File: config.mk
export PLATFORM = sky130hd
export DESIGN_NAME = card_eval_unit
export DESIGN_NICKNAME = d
export VERILOG_FILES = /design/src/rtl/card_eval_unit_pkg.sv /design/src/rtl/card_eval_unit_color_count.sv /design/src/rtl/card_eval_unit.sv
export SDC_FILE = /design/constraint.sdc
export NUM_CORES = 1
export LEC_CHECK = 0
export ABC_AREA = 1
export CAP_MARGIN = 20
export CORE_UTILIZATION = 34
export DETAILED_ROUTE_END_ITERATION = 7
export PLACE_DENSITY = 0.75
export SLEW_MARGIN = 10
export SYNTH_ARGS = -nofsm -noshare
export SYNTH_HDL_FRONTEND = slang
export SYNTH_HIERARCHICAL = 1
export SYNTH_SLANG_ARGS = --single-unit
File: constraint.sdc
create_clock -name clk_i -period 1.48 [get_ports clk_i]
set_clock_uncertainty 0.05 [all_clocks]
set_input_delay 0.148 -clock clk_i [delete_from_list [all_inputs] [get_ports clk_i]]
set_output_delay 0.148 -clock clk_i [all_outputs]
set_load 0.01 [all_outputs]
File: src/rtl/card_eval_unit_pkg.sv
// ---------------------------------------------------------------------------
// card_eval_unit_pkg : shared constants and match-result code for the card game
// Revision 1.0
// ---------------------------------------------------------------------------
`default_nettype none

package card_eval_unit_pkg;

  localparam int NUM_CARDS = 9;
  localparam int CARD_W    = 4;

  typedef logic [1:0] match_t;

  localparam match_t MATCH_DRAW = 2'b00;
  localparam match_t MATCH_P1   = 2'b01;
  localparam match_t MATCH_P2   = 2'b10;

endpackage

`default_nettype wire

File: src/rtl/card_eval_unit_color_count.sv
// ---------------------------------------------------------------------------
// card_color_count : counts black (odd) and white (even) cards left in a mask
// Revision 1.0
// ---------------------------------------------------------------------------
`default_nettype none

module card_color_count
  import card_eval_unit_pkg::*;
#(
  parameter int N = NUM_CARDS
) (
  input  logic [N-1:0]      mask_i,
  output logic [CARD_W-1:0] black_o,
  output logic [CARD_W-1:0] white_o
);

  always_comb begin
    black_o = '0;
    white_o = '0;
    for (int k = 0; k < N; k++) begin
      if ((k % 2) == 1) black_o = black_o + CARD_W'(mask_i[k]);
      else              white_o = white_o + CARD_W'(mask_i[k]);
    end
  end

endmodule

`default_nettype wire

File: src/rtl/card_eval_unit.sv
// ---------------------------------------------------------------------------
// card_eval_unit : registered colour counts, hand compare and switch encoder
// Revision 1.0
// ---------------------------------------------------------------------------
`default_nettype none

module card_eval_unit #(
  parameter int NUM_CARDS = card_eval_unit_pkg::NUM_CARDS,
  parameter int ENC_WIDTH = 16,
  parameter int IDX_WIDTH = 4
) (
  input  logic                          clk_i,
  input  logic                          resetn_i,
  input  logic [NUM_CARDS-1:0]          p1_cards_i,
  input  logic [NUM_CARDS-1:0]          p2_cards_i,
  input  logic [IDX_WIDTH-1:0]          p1_hand_i,
  input  logic [IDX_WIDTH-1:0]          p2_hand_i,
  input  logic [ENC_WIDTH-1:0]          sel_vec_i,
  output logic [3:0]                    p1_black_o,
  output logic [3:0]                    p1_white_o,
  output logic [3:0]                    p2_black_o,
  output logic [3:0]                    p2_white_o,
  output card_eval_unit_pkg::match_t    match_result_o,
  output logic                          p1_hand_black_o,
  output logic                          p2_hand_black_o,
  output logic [IDX_WIDTH-1:0]          sel_index_o,
  output logic                          sel_valid_o
);

  logic [3:0]                 p1_black_d, p1_white_d, p2_black_d, p2_white_d;
  card_eval_unit_pkg::match_t match_d;
  logic [IDX_WIDTH-1:0]       sel_index_d;
  logic                       sel_valid_d;

  card_color_count #(.N(NUM_CARDS)) u_p1_count (
    .mask_i  (p1_cards_i),
    .black_o (p1_black_d),
    .white_o (p1_white_d)
  );

  card_color_count #(.N(NUM_CARDS)) u_p2_count (
    .mask_i  (p2_cards_i),
    .black_o (p2_black_d),
    .white_o (p2_white_d)
  );

  always_comb begin
    if (p1_hand_i > p2_hand_i)      match_d = card_eval_unit_pkg::MATCH_P1;
    else if (p2_hand_i > p1_hand_i) match_d = card_eval_unit_pkg::MATCH_P2;
    else                            match_d = card_eval_unit_pkg::MATCH_DRAW;
  end

  // Ascending scan: a later (higher) set bit overwrites earlier ones.
  always_comb begin
    sel_index_d = '0;
    sel_valid_d = 1'b0;
    for (int i = 0; i < ENC_WIDTH; i++) begin
      if (sel_vec_i[i]) begin
        sel_index_d = IDX_WIDTH'(i);
        sel_valid_d = 1'b1;
      end
    end
  end

  always_ff @(posedge clk_i) begin
    if (!resetn_i) begin
      p1_black_o      <= '0;
      p1_white_o      <= '0;
      p2_black_o      <= '0;
      p2_white_o      <= '0;
      match_result_o  <= card_eval_unit_pkg::MATCH_DRAW;
      p1_hand_black_o <= 1'b0;
      p2_hand_black_o <= 1'b0;
      sel_index_o     <= '0;
      sel_valid_o     <= 1'b0;
    end else begin
      p1_black_o      <= p1_black_d;
      p1_white_o      <= p1_white_d;
      p2_black_o      <= p2_black_d;
      p2_white_o      <= p2_white_d;
      match_result_o  <= match_d;
      p1_hand_black_o <= p1_hand_i[0];
      p2_hand_black_o <= p2_hand_i[0];
      sel_index_o     <= sel_index_d;
      sel_valid_o     <= sel_valid_d;
    end
  end

endmodule

`default_nettype wire

## After elaboration in Yosys (flattened, before gate mapping)

Cells that the tools add are included.

| operators by class | value |
|---|---|
| shifts and indexed selects | 0 |
| $lt $le $gt $ge | 2 |
| add/subtract/negate cells | 14 |
| equal/unequal tests | 0 |
| reduce and logical (&&, ||, !) cells | 1 |
| div/mod/pow operators | 0 |
| multiply operators | 0 |
| bitwise operators | 1 |
| multiplexer cells | 33 |

Operator list:

| kind | count |
|---|---|
| 4-bit 2-to-1 mux | 14 |
| 4-bit by 1-bit adder with 4-bit output | 10 |
| 1-bit 2-to-1 mux | 18 |
| 1-bit by 1-bit adder with 2-bit output | 4 |
| 4-bit > comparator | 2 |
| 2-bit 2-to-1 mux | 1 |
| 2-bit OR reduction | 1 |
| 1-bit NOT | 1 |

| storage, ports and cells | value |
|---|---|
| output and inout bits | 25 |
| input bits | 44 |
| bits in registers | 25 |
| memories | 0 |
| word-level logic and storage cells | 61 |
| bits in writable memories | 0 |
| ROM bits | 0 |
| bits in latches | 0 |

## Depth between registers and ports, before layout

| depth | value |
|---|---|
| word-level depth | 16 |
| gate-level depth with buffers | 15 |
| depth with buffers taken out | 15 |

## Modules after synthesis

The synthesis kept the hierarchy.

By module, submodules not included:

| module | cells an instance | times used | area each (um2) | sequential area each (um2) |
|---|---|---|---|---|
| card_eval_unit | 125 | 1 | 948.4 | 500.5 |
| card_color_count | 14 | 2 | 135.1 | 0.0 |

## Worst setup path before layout

Ideal clock, no wire load.

| timing path | value |
|---|---|
| path kind | input-to-reg |
| from | in p1_cards_i[0] |
| to | reg p1_white_o[1] |
| data required time | 1320 ps |
| slack | -27 ps |
| buffers on the path | 0 |
| stages on the path | 5 |
| arrival time | 1347 ps |
| setup time | 110 ps |
| cells stage by stage | fa_1 > fa_1 > ha_1 > nand2_1 > inv_1 |

| between the ends | value |
|---|---|
| cells in the longest elaborated chain, start to end | 4 |

Ends and longest elaborated chain:

| what | line | text |
|---|---|---|
| start, declared | card_eval_unit.sv:14 | `input logic [NUM_CARDS-1:0] p1_cards_i,` |
| 1-bit by 1-bit adder with 2-bit output | card_eval_unit_color_count.sv:22 | `else white_o = white_o + CARD_W'(mask_i[k]);` |
| 4-bit by 1-bit adder with 4-bit output (3 in series) | card_eval_unit_color_count.sv:22 |  |
| via p1_white_d[1] | card_eval_unit.sv:30 | `logic [3:0] p1_black_d, p1_white_d, p2_black_d, p2_white_d;` |
| end signal, assigned | card_eval_unit.sv:78 | `p1_white_o <= p1_white_d;` |
| end, declared | card_eval_unit.sv:20 | `output logic [3:0] p1_white_o,` |

The timed path passes the listed nets, and every way through them passes these cells.
A chain may end at the register's enable or synchronous reset.

## Final worst setup path

| timing path | value |
|---|---|
| from | in p1_cards_i[4] |
| to | reg p1_white_o[1] |

| between the ends | value |
|---|---|
| cells in the longest elaborated chain, start to end | 3 |

Ends and longest elaborated chain:

| what | line |
|---|---|
| 4-bit by 1-bit adder with 4-bit output (3 in series) | card_eval_unit_color_count.sv:22 |
| via p1_white_d[1] | card_eval_unit.sv:30 |

The timed path passes the listed nets, and every way through them passes these cells.

==> flow_metrics.py <==
metrics = {
    "setup_path": {
        "start_kind": "input pin",
        "path_class": "input pin to flip-flop",
        "slowest_stage": "fa_1",
        "cp_max_fo": 1,
        "endpoint_kind": "flip-flop",
        "cpPeakStageDelay_ns": 0.50,
        "crit_required_ns": 1.66,
        "cp_data_arrival_time_ns": 1.62,
        "critical-path-top-delay-family": "adder cells",
        "path_buf_inv": 2,
        "path_cells": "dlygate4sd2_1 > fa_1 > fa_2 > ha_1 > nand2_1 > inv_1",
    },
    "grt": {
        "grt_start_max_net_pins": 19,
        "overflow": 0,
        "antenna_found_initial": 0,
        "grt_pass1_vias": 873,
        "grt_pass1_wl_mm": 3.51,
        "gr-usage-all-layers_pct": 12.3,
    },
    "clock_network": {
        "cts_tree": "done",
        "clockBufferDepth": 2,
        "clock_sinks": 25,
        "clk_pin_slew_ns": 0.13,
        "numCtsBuffers": 3,
        "cts_max_level": 1,
        "root_buffer": "clkbuf_4",
        "post-cts-setup-buffers": 0,
    },
    "floorplanning": {
        "die_h_um": 61.9,
        "coreArea_sq_mm": 0.00339,
        "die_area_sq_mm": 0.00383,
        "rows": 21,
        "initial_utilization_pct": 36.0,
        "chipWidth_um": 61.9,
        "io_pins": 69,
    },
    "synthesis": {
        "synthDistinctLibCells": 18,
        "synth_compound_area_share_pct": 4.31,
        "synth_edf_count": 0,
        "synthAdderAreaFrac_pct": 20.1,
        "ys_top_cells_by_count": "inv_1 (47), nand2_1 (35), dfxtp_1 (25), ha_1 (10), fa_1 (6)",
        "yosysMostFrequentCell": "inv_1",
        "yosys_warnings": 6,
        "syn_avg_cell_area_sq_um": 7.97,
        "synth_area_leaders": "dfxtp_1 (41%), inv_1 (14%), nand2_1 (11%), ha_1 (10%), fa_1 (9.9%)",
        "yosys.area_share.simple_pct": 15.6,
        "synth_top_area_share_pct": 41.1,
        "ys_async_sr_fraction_pct": 0,
        "synth_area_sq_mm": 0.00122,
        "ys_ff_latch": 25,
        "syn-instance-count": 153,
        "synth_xor_area_share_pct": 0,
        "synth_top_cell_by_area": "dfxtp_1",
        "synth-seq-area-share_pct": 41.1,
        "synthFlopType": "dfxtp_1",
        "synth_mux_area_share_pct": 0,
        "synth_top_family_by_area": "adder cells",
    },
    "final_layout": {
        "num_antenna_cells": 0,
        "synthToLayoutAreaGrowth_pct": 65.3,
        "n_fill_cell": 322,
        "post-route-util_pct": 59.4,
        "drive_gt1_share_pct": 9.78,
        "design_area_sq_mm": 0.00201,
        "fin_cells": 271,
        "fin_nets": 286,
    },
    "placement": {
        "io_buffers": 68,
        "placed_cells": 267,
        "dp_hpwl_mm": 2.00,
        "dpl_cell_area_sq_mm": 0.00196,
        "gp_congestion": 0.710,
    },
    "power_and_ir_drop": {
        "p_per_area_mw_per_mm2": 744,
        "power_mw": 1.50,
        "peakVddDrop_v": 0.000367,
        "p_leak_nw": 1.09,
    },
    "hold_path": {
        "hp-start": "p2_hand_i[0]",
        "hold_end": "p2_hand_black_o",
        "min_path_cells": 3,
        "hold_class": "input pin to flip-flop",
    },
    "sta": {
        "min_period_ns": 1.44,
        "setup_violations": 0,
        "fin_crit_sh_pct": 97.5,
        "max_clock_freq_mhz": 693,
        "rsz0062_at_grt": "no",
        "hold_violations": 0,
        "drv_slew": 0,
    },
    "routing": {
        "wire_per_inst_um": 8.54,
        "dr.pass1.iters": 4,
        "num_vias": 1075,
        "drcViolationCount": 0,
        "ant_nets": 0,
        "drt-initial-drc-count": 32,
        "vias_per_cell": 3.97,
        "wl_mm": 2.31,
    },
    "job": {
        "drv_cap": 0,
    },
    "outcome": {
        "status": "finished clean",
    },
}
-- registers in the layout, summed over array words and instances, names as in the netlist --
signal and flops:
p2_hand_black_o 1, p2_black_o 4, sel_index_o 4, p2_white_o 4, sel_valid_o 1, match_result_o 2, p1_black_o 4, p1_white_o 4
p1_hand_black_o 1
-- layer usage --
layer | routed length, um | share of wire (%) | GRT usage, %
met1 | 985 | 43 | 14.3
met2 | 1200 | 52 | 22.3
met3 | 94 | 4.1 | 2.48
met4 | 32 | 1.4 | 4.44
met5 | 0 | 0 | 0
-- cell type report --
cell class              instances  area (sq um)  share of cell area [%]
clock buffers                   3          22.5                    1.12
clock inverters                 1          7.51                   0.373
inverters                      49           184                    9.13
multi-input cells              75           536                    26.6
flip-flops and latches         25           500                    24.8
well taps                      46          57.6                    2.86
repair buffers                 72           707                    35.1
-- cell families (layout without fill, tap and decap cells) --
kind of cell / count (synthesis) / count (layout)
buffers and inverters: 55 / 125
AND/OR/NAND/NOR: 47 / 47
flip-flops: 25 / 25
adder cells (fa/ha/maj): 16 / 16
AO/OA/AOI/OAI: 8 / 8
other: 2 / 4
-- cells in the final DEF (no fill, tap or decap) --
cell / n
inv_2: 8
inv_1: 41
o211ai_1: 1
dlygate4sd2_1: 9
nand3_1: 5
ha_4: 2
nor4_1: 3
a31oi_1: 2
a21oi_2: 1
fa_1: 4
dfxtp_1: 25
nor2_1: 4
a21oi_1: 3
dlymetal6s2s_1: 3
buf_4: 4
conb_1: 4
clkdlybuf4s50_1: 56
ha_1: 7
clkinvlp_4: 1
ha_2: 1
fa_2: 2
a41oi_1: 1
clkbuf_4: 3
nand2_1: 35
-- metrics by stage --
| stage | worst slack [ns] | setup TNS, ns | hold WS (ns) |
|---|---|---|---|
| final | 0.0368 | 0 | 0.334 |
| after floorplan | 0.00576 | 0 | 0.191 |
| after CTS | -0.0437 | -0.0437 | 0.315 |
| after detailed placement | -0.482 | -4.75 | 0.671 |
| after global routing | 0.00522 | 0 | 0.332 |
| after global placement | -0.456 | -4.40 | 0.659 |
-- where the power goes --
part	internal, mW	switching (mW)	total (mW)
Combinational	0.269	0.184	0.453
Sequential	0.731	0.0138	0.745
Clock	0.103	0.197	0.300
Total	1.10	0.395	1.50
-- worst max-delay path by stage --
| stage | from | slack [ns] | depth (start not counted) | end |
|---|---|---|---|---|
| 5_1_grt | p1_white_o[3] | 0.005 | 1 | p1_white_o[3] |
| 3_3_place_gp | p1_cards_i[0] | -0.46 | 6 | p1_white_o[1] |
| 3_5_place_dp | p2_cards_i[1] | -0.48 | 8 | p2_black_o[1] |
| 4_1_cts | p2_cards_i[7] | -0.04 | 8 | p2_black_o[1] |
| 6_report | p1_cards_i[4] | 0.04 | 6 | p1_white_o[1] |
| 2_1_floorplan | p1_cards_i[0] | 0.006 | 5 | p1_white_o[1] |
-- repair_timing --
| action | CTS | global route |
|---|---|---|
| resized for setup | 16 | 6 |
| hold buffers | 0 | 0 |
| gates cloned | 0 | 0 |
| pin swaps | 8 | 1 |
| endpoints found under the setup margin | 9 | 2 |
Note: power is estimated with default switching activity, not from simulation.
==> variant (config.mk and constraints unchanged) <==
Set the parameter `IDX_WIDTH` to 3 (it was 4).
--- a/src/rtl/card_eval_unit.sv
+++ b/src/rtl/card_eval_unit.sv
@@ -9,3 +9,3 @@
   parameter int ENC_WIDTH = 16,
-  parameter int IDX_WIDTH = 4
+  parameter int IDX_WIDTH = 3
 ) (
Ports: changed (resized p1_hand_i, p2_hand_i and sel_index_o); port bits go from 69 to 66. No check against the original RTL was run, so the function may have changed too.
==> variant against the unedited design <==
- sequential cell count fell by 1
- wire length fell by 0.30%
- total power rose by 9.0%
- worst setup slack got worse by 24 ps
- sequential power fell by 4.0%
- non-clock buffer count fell by 6
- cell area fell by 2.9%
- synthesized area fell by 2.8%
- die area fell by 2.7%
==> variant: results (changes against the unedited design) <==
* Clock power share at 0.286 (+0.086)
* Status: finished, final reports clean
* Register area at 480 sq um (-4.0%)
* CTS tree: yes
* Share of cells above drive strength 1 at 0.0880 (-0.00981)
* Int Pwr at 1240 uW (+13%)
* Crit. Startpoint: p2_cards_i[3]
* Wire length on met2 at 1310 um (+8.9%)
* Met1 usage at 0.130 (-0.0134)
* Multi-input logic cell count at 74 (-1.3%)
* Port bufs at 65 (-4.4%)
* Fraction of power consumed by sequential logic at 0.438 (-0.059)
* Top post-synthesis cells by area: dfxtp_1 41%, inv_1 15%, nand2_1 11%, fa_1 10%, ha_1 9.5%
* CP endpoint: p2_black_o[1]
* Dpl hpwl at 1930 um (-3.9%)
* Post-synthesis sequential area ratio at 0.405 (-0.00519)
* Final non-clock buffer share at 0.329 (-0.0214)
* Routed WL per cell at 8.80 um (+3.1%)
* Leak Pwr at 0.00105 uW (-3.9%)
* Clock buf/inv share at 0.0269 (+0.0120)
* Largest net degree at the start of global routing at 19 (unchanged)
* Number of non-clock inverters at 48 (-2.0%)
* Final net count at 274 (-4.2%)
* Number of fill cells at 319 (-0.93%)
* First-pass GRT wire length at 3670 um (+4.5%)
* WL met3 at 85 um (-9.6%)
* Synth top cells by count: 46 x inv_1, 36 x nand2_1, 24 x dfxtp_1, 9 x ha_1
* CP Data Arrival Time at 1640 ps (+20 ps)
* Final Hold Slack at 318 ps (-15.4 ps)
* Crit share post-route at 0.991 (+0.0159)
* Met3 GRT Util at 0.0336 (+0.00877)
* Vias in the first global route at 947 (+8.5%)
* Dpl ws at -509 ps (-26.3 ps)
* Non-clock buffer count at 66 (-8.3%)
* Worst vdd ir at 0.000482 V (+31%)
* DRT met1 WL at 846 um (-14%)
variant: cell families after synthesis:
| logic type | count (synthesis) | share of synthesized area |
|---|---|---|
| buf+inv | 54 | 0.196 |
| simple gates | 48 | 0.161 |
| flops | 24 | 0.405 |
| fa+ha+maj | 15 | 0.196 |
| compound gates | 7 | 0.0348 |
| other cells | 2 | 0.00634 |
variant: worst max-delay path, stage by stage:
cell             delay [ps]
clkdlybuf4s50_1         450
inv_1                    50
fa_1                    480
inv_2                    50
ha_4                    150
ha_4                    230
nand2_2                  60
inv_1                    30
variant: per-stage QoR:
stage	area, sq um	power, uW	std cells	setup TNS, ps
3_3_place_gp	1870	1150	258	-4350
5_1_grt	1960	1740	262	-2.02
2_1_floorplan	1200	914	152	0
3_5_place_dp	1870	1170	258	-4710
4_1_cts	1950	1650	262	0
6_report	1960	1630	262	0
variant: what timing repair did:
action / 4_1_cts / 5_1_grt
resized for setup: 19 / 2
endpoints found under the setup margin: 8 / 2
pin swaps: 9 / 2
setup buffers: 0 / 0
